--- config.mk ---
export PLATFORM = sky130hd
export DESIGN_NAME = nucl_sample_packer
export DESIGN_NICKNAME = d
export VERILOG_FILES = /design/src/rtl/nucl_sample_packer.sv
export SDC_FILE = /design/constraint.sdc
export NUM_CORES = 1
export LEC_CHECK = 0
export ABC_AREA = 1
export BUFFER_PORTS_ARGS = -buffer_cell sky130_fd_sc_hd__buf_2
export CORE_UTILIZATION = 30
export CTS_BUF_LIST = sky130_fd_sc_hd__clkbuf_16
export DETAILED_ROUTE_END_ITERATION = 10
export GPL_ROUTABILITY_DRIVEN = 0
export PLACE_DENSITY = 0.6
export SLEW_MARGIN = 10
export SYNTH_ARGS = -nofsm -noshare
export SYNTH_HDL_FRONTEND = slang
export SYNTH_SLANG_ARGS = --single-unit
--- constraint.sdc ---
create_clock -name clk -period 1.48 [get_ports clk]
set_clock_uncertainty 0.15 [all_clocks]
set_input_delay 0.296 -clock clk [delete_from_list [all_inputs] [get_ports clk]]
set_output_delay 0.296 -clock clk [all_outputs]
set_load 0.02 [all_outputs]
--- src/rtl/nucl_sample_packer.sv ---
// Samples one child nucleotide per cumulative-probability row and packs the
// 2-bit codes into nucl_alig words. Optional row-monotonicity flag: PROB_ROW_CHECK_EN.
module nucl_sample_packer #(
  parameter int PROB_W        = 10,
  parameter int NUCL_PER_WORD = 16
) (
  input  logic                       clk,
  input  logic                       reset,
  input  logic                       row_valid,
  output logic                       row_ready,
  input  logic [4*PROB_W-1:0]        row_data,
  input  logic [PROB_W-1:0]          rand_val,
  input  logic                       row_last,
  output logic                       word_valid,
  input  logic                       word_ready,
  output logic [2*NUCL_PER_WORD-1:0] word_data,
  output logic [4:0]                 word_len,
  output logic                       prob_err
);

  localparam int IDX_W  = (NUCL_PER_WORD > 1) ? $clog2(NUCL_PER_WORD) : 1;
  localparam int WORD_W = 2 * NUCL_PER_WORD;

  typedef enum logic {
    ST_ACCUM = 1'b0,
    ST_EMIT  = 1'b1
  } state_t;

  state_t              state_reg, state_next;
  logic [IDX_W-1:0]    idx_reg, idx_next;
  logic [WORD_W-1:0]   word_reg, word_next;
  logic [4:0]          len_reg, len_next;

  logic                row_accept;
  logic                word_accept;
  logic                word_full;
  logic [2:0]          lt_cum;
  logic [1:0]          code;

  assign row_ready   = (state_reg == ST_ACCUM);
  assign word_valid  = (state_reg == ST_EMIT);
  assign row_accept  = row_valid && row_ready;
  assign word_accept = word_valid && word_ready;
  assign word_full   = (idx_reg == IDX_W'(NUCL_PER_WORD - 1));

  // Strict less-than per entry; priority below makes ties resolve to lowest k.
  generate
    for (genvar gi = 0; gi < 3; gi++) begin : g_cmp
      assign lt_cum[gi] = rand_val < row_data[PROB_W*gi +: PROB_W];
    end
  endgenerate

  always_comb begin
    code = 2'd3;
    if (lt_cum[2]) code = 2'd2;
    if (lt_cum[1]) code = 2'd1;
    if (lt_cum[0]) code = 2'd0;
  end

  // Each 2-bit slot either clears on word hand-off, captures the new code, or holds.
  generate
    for (genvar gi = 0; gi < NUCL_PER_WORD; gi++) begin : g_slot
      assign word_next[2*gi +: 2] =
          word_accept                                 ? 2'b00 :
          (row_accept && (idx_reg == IDX_W'(gi)))     ? code  :
                                                        word_reg[2*gi +: 2];
    end
  endgenerate

  always_comb begin
    state_next = state_reg;
    idx_next   = idx_reg;
    len_next   = len_reg;
    case (state_reg)
      ST_ACCUM: begin
        if (row_accept) begin
          if (word_full || row_last) begin
            state_next = ST_EMIT;
            len_next   = 5'(idx_reg) + 5'd1;
          end else begin
            idx_next = idx_reg + IDX_W'(1);
          end
        end
      end
      ST_EMIT: begin
        if (word_accept) begin
          state_next = ST_ACCUM;
          idx_next   = '0;
        end
      end
      default: state_next = ST_ACCUM;
    endcase
  end

  always_ff @(posedge clk) begin
    if (reset) begin
      state_reg <= ST_ACCUM;
      idx_reg   <= '0;
      word_reg  <= '0;
      len_reg   <= '0;
    end else begin
      state_reg <= state_next;
      idx_reg   <= idx_next;
      word_reg  <= word_next;
      len_reg   <= len_next;
    end
  end

  assign word_data = word_reg;
  assign word_len  = len_reg;

`ifdef PROB_ROW_CHECK_EN
  logic prob_err_reg;
  logic row_bad;

  // A well-formed cumulative row is non-decreasing across A,C,G,T.
  assign row_bad = (row_data[0*PROB_W +: PROB_W] > row_data[1*PROB_W +: PROB_W]) ||
                   (row_data[1*PROB_W +: PROB_W] > row_data[2*PROB_W +: PROB_W]) ||
                   (row_data[2*PROB_W +: PROB_W] > row_data[3*PROB_W +: PROB_W]);

  always_ff @(posedge clk) begin
    if (reset) begin
      prob_err_reg <= 1'b0;
    end else if (row_accept && row_bad) begin
      prob_err_reg <= 1'b1;
    end
  end

  assign prob_err = prob_err_reg;
`else
  assign prob_err = 1'b0;
`endif

endmodule
## After elaboration in Yosys (flattened, before gate mapping)

Cells that the tools add are included.

| cells by class | value |
|---|---|
| $add $sub $neg | 2 |
| magnitude comparators | 3 |
| equal/unequal tests | 18 |
| muxes and demuxes | 11 |
| bitwise logic cells | 1 |
| reductions and logical operators | 23 |

Operators with widths:

| kind | number |
|---|---|
| == test 4 bit, second input constant | 8 |
| < comparator 10 bit | 3 |
| logical AND 1 bit | 18 |
| == test 4 x 3 -> 1 bit, second input constant | 4 |
| two-way mux 4 bit | 3 |
| == test 4 x 2 -> 1 bit, second input constant | 2 |
| one-hot mux 4 bit (2 select lines) | 1 |
| AND reduction 3 bit | 2 |
| adder 4 x 1 -> 5 bit, second input constant | 1 |
| adder 4 x 1 -> 4 bit, second input constant | 1 |
| == test 4 x 1 -> 1 bit, second input constant | 1 |
| zero test 4 bit | 1 |
| two-way mux 1 bit | 4 |
| two-way mux 2 bit | 2 |
| != test 2 x 1 -> 1 bit, second input constant | 2 |
| != test 2 bit, second input constant | 1 |
| one-hot mux 1 bit (2 select lines) | 1 |
| OR reduction 2 bit | 1 |
| logical OR 1 bit | 1 |
| inverter 1 bit | 1 |

| storage, ports and cells | value |
|---|---|
| flip-flop bits (word level) | 42 |
| input port bits | 55 |
| output and inout port bits | 40 |

## Longest topological paths before layout

| logic depth | value |
|---|---|
| depth in word-level cells | 5 |
| depth in mapped cells | 13 |

## Worst setup path after synthesis

No wires, ideal clock.

| timing | value |
|---|---|
| kind | in2reg |
| start point | input row_data[29] |
| end point | register word_reg[30], in the netlist word_data[30] |
| setup time | 0.123 ns |
| arrival time | 1.350 ns |
| data required time | 1.207 ns |
| setup slack | -0.144 ns |
| cell stages on the path | 10 |
| buffers on the path | 1 |
| cell sequence | inv_1 ha_1 a21o_1 nor2_1 nand2_1 nor2_1 nand2_2 nand2_4 buf_6 a21oi_2 |

| on the way | value |
|---|---|
| word-level cells in the longest chain between the ends | 4 |

Ends and longest elaborated chain:

| element | line | source |
|---|---|---|
| start, declared | 11 | `input logic [4*PROB_W-1:0] row_data,` |
| < comparator 10 bit | 49 | `assign lt_cum[gi] = rand_val < row_data[PROB_W*gi +: PROB_W];` |
| two-way mux 1 bit | 55 | `if (lt_cum[2]) code = 2'd2;` |
| two-way mux 2 bit | 56 | `if (lt_cum[1]) code = 2'd1;` |
| two-way mux 2 bit | 57 | `if (lt_cum[0]) code = 2'd0;` |
| end signal, assigned | 104 | `word_reg <= word_next;` |
| end, declared | 31 | `logic [WORD_W-1:0] word_reg, word_next;` |

Every way passes these cells.
A chain may end at the register's enable or synchronous reset.

## Worst setup path in the final report

| timing | value |
|---|---|
| start point | input rand_val[9] |
| end point | register word_reg[31], in the netlist word_data[31] |

| on the way | value |
|---|---|
| word-level cells in the longest chain between the ends | 3 |
| elaborated cells between the ends (all ways) | 4 |

Ends and longest elaborated chain:

| element | line | source |
|---|---|---|
| start, declared | 12 | `input logic [PROB_W-1:0] rand_val,` |
| < comparator 10 bit | 49 |  |
| two-way mux 2 bit | 56 |  |
| two-way mux 2 bit (*) | 57 |  |

Every way passes the cells marked *; elsewhere a longest branch is shown, timed or not.

==> flow_summary.toml <==
[critical_path]
required_ns = 1.49
end_kind = "flip-flop"
r2r_cells = 6
reg2reg_from = "idx_reg[0]"
cpMaxStageDelayCell = "nand3_4"
crit_fanout = 8
cp_data_arrival_time_ns = 1.51
max_stage_delay_ns = 0.24
cp_cell_sequence = "buf_12, ha_4, nand2_2, inv_2, nor2_2, o21a_1, nand3_4, nand2_8, a21oi_2"
critical_path_class = "in2reg"
rr_endpoint = "word_data[25]"
critical_path.top_delay_family = "simple AND/OR/NAND/NOR gates"
r2r_slack_ns = 0.02
cp_num_buf_inv = 2
startpoint_type = "input port"

[route]
drc = 1
drt_iter0_markers = 52
ant_nets = 0
first_pass_iters = 7
via_count = 2322
drt-wirelength-per-cell_um = 11.81
routed_wl_um = 6198
vias_per_cell = 4.423

[run_status]
status = "finished, violations left"
violations = "DRC, setup timing"

[pwr]
p_sw_mw = 0.8445
sequentialPowerShare = 0.379
swShare = 0.2744
internal-power_mw = 2.233
cellPowerDensity_nw_per_um2 = 812.7
clock_power_share = 0.398
vdd_drop_max_mv = 0.4650
p_leak_nw = 1.738
p_comb_frac = 0.224

[yosys]
synthesis.area_sq_um = 2382
yosys_warnings = 0
yosys_register_bits = 42
synth_cell_types = 22
synth_cells = 318
seq_area_frac_synth = 0.3529
synth_compound_area_frac = 0.2090
synthSimpleGateAreaFrac = 0.1744
synth_area_per_cell_sq_um = 7.491
muxShareOfSynthArea = 0
synth_top_family_by_area = "compound AO/OA/AOI/OAI gates"
synth_xor_area_frac = 0.007353
synthAdderAreaFrac = 0.1628
synth_nets = 404

[grt]
grt_max_degree = 33
antenna_found_initial = 0
grtUsageTotal = 0.1582
grt_pass1_wl_um = 10630
gr-total-overflow = 0
grt_pass1_vias = 2308

[floorplanning]
core_sq_um = 7687
io_pins = 95
num_rows = 32
die-area_sq_um = 8301
fp.dieH_um = 91.11
die_w_um = 91.11
start_util = 0.3099

[clock_network]
holdBufCountCts = 0
clock-sinks = 42
root_buffer = "clkbuf_16"
insertion_delay_ns = 0.28
numCtsBuffers = 5
cts_buffer_depth = 2
cts_tree = "done"
cts-htree-levels = 2
clk_pin_slew_worst_paths_ns = 0.06

[timing]
post-route-period-util = 1.011
max_freq_mhz = 668.4
finalSetupViolCount = 3
timing_max_transition_violations_final = 0
postLayoutSetupSlackWorst_ns = -0.01601
timing.setup.tns_ns = -0.02105
finalCriticalPeriod_ns = 1.496
hold_viol = 0
rsz0062_at_grt = "true"

[hold_path]
min-delay-start = "reset"
whs_path_depth = 2
worstHoldPathType = "in2reg"
holdPathEnd = "idx_reg[2]"

[layout]
fillers = 749
largest_reg_flops = 32
layout-drive-gt1-share = 0.5485
stdcell_area_sq_um = 3786
synthToLayoutAreaGrowth_pct = 58.93
n_antenna_cell = 0
final_nets = 508

[placed_design]
place_area_sq_um = 3291
port_buffers = 83
detailed_place_hpwl_um = 4659

[job]
maxCapViolCount = 0
==> power by group through the flow <==
stage | logic, mW | registers, mW | clock network, mW
2_1_floorplan | 0.339 | 1.21 | 0
3_3_place_gp | 0.534 | 1.19 | 0
3_5_place_dp | 0.549 | 1.19 | 0
4_1_cts | 0.665 | 1.16 | 1.24
5_1_grt | 0.772 | 1.17 | 1.29
6_report | 0.689 | 1.17 | 1.22
==> cells by family (layout without fill, tap and decap cells) <==
family,count (synthesis),after routing
AND/OR/NAND/NOR,102,104
AO/OA/AOI/OAI,87,87
buffers and inverters,53,156
flip-flops,42,42
adder cells (fa/ha/maj),31,31
XOR/XNOR,2,2
other,1,1
==> per-layer routing <==
layer | GRT usage | vias to the layer above | part of all wire
li1 | - | 1241 | -
met1 | 0.2077 | 1028 | 0.49
met2 | 0.2658 | 49 | 0.45
met3 | 0.03266 | 4 | 0.044
met4 | 0.03571 | 0 | 0.0077
met5 | 0 | - | 0
==> synth_stat cells <==
cell      count  area [sq um]
nor2_1       41         153.9
dfxtp_1      42         840.8
o21ai_0      38         190.2
clkbuf_2      1         5.000
ha_1         31         387.9
nand3_1       4         20.02
conb_1        1         3.750
a21oi_2      14         122.6
xor2_1        2         17.52
nand2_4       1         11.26
inv_2         2         7.510
nor2_2        1         6.260
inv_1        44         165.2
o21a_1        1         7.510
clkbuf_1      3         11.26
a21oi_1      31         155.2
nand2_1      51         191.4
buf_4         1         7.510
nand2_2       2         12.51
nand3_2       2         20.02
a21o_1        3         22.52
buf_6         2         22.52
==> worst max-delay path by stage <==
stage                start            end  slack, ns  cells past startpoint
2_1_floorplan  rand_val[9]  word_data[30]      -0.07                      9
3_3_place_gp   rand_val[5]  word_data[18]      -0.37                      9
3_5_place_dp   rand_val[3]  word_data[14]      -0.38                     12
4_1_cts        row_data[9]  word_data[14]      -0.02                     10
5_1_grt        rand_val[9]  word_data[31]      -0.09                      9
6_report       rand_val[9]  word_data[31]      -0.02                      9
==> through the flow <==
stage                     utilization  power [mW]  cells  setup slack, ns  hold WS [ns]
after CTS                      0.4761       3.070    525         -0.01660        0.1162
final                          0.4925       3.077    525         -0.01601        0.1210
after global placement         0.4281       1.723    514          -0.3659        0.3210
after global routing           0.4925       3.229    525         -0.09366        0.1327
after detailed placement       0.4281       1.739    514          -0.3788        0.3259
after floorplan                     -       1.550    318         -0.06909        0.2151
==> worst reg2reg max path: cells and delay by family, from the launching register on <==
kind                     cells  cell delay [ns]
flip-flops                   1             0.37
adder cells (fa/ha/maj)      1             0.19
AO/OA/AOI/OAI                2             0.27
buffers and inverters        1             0.08
AND/OR/NAND/NOR              2             0.29
==> cell usage in the layout (no fill, tap or decap), drive strengths merged, types with 2 or more instances in the layout <==
cell and n:
clkbuf 5, nand2 56, ha 31, buf 102, nor2 42, xor2 2
dfxtp 42, nand3 6, a21oi 45, inv 47, o21ai 38, a21o 3
==> layout make-up <==
class	instances	area [sq um]	area share
Sequential cell	42	845.8	0.2234
Clock buffer	5	125.1	0.03305
Clock inverter	3	41.29	0.01091
Multi-Input combinational cell	225	1829	0.4831
Timing Repair Buffer	102	631.9	0.1669
Tap cell	102	127.6	0.03371
Inverter	46	185.2	0.04891
==> repair_timing <==
action                     CTS  global route
gates cloned                 2             0
resized for setup           42            42
pin swaps                   13            18
buffers inserted             1             0
setup endpoints to repair   42            41
Power figures use the tool's default switching activity.
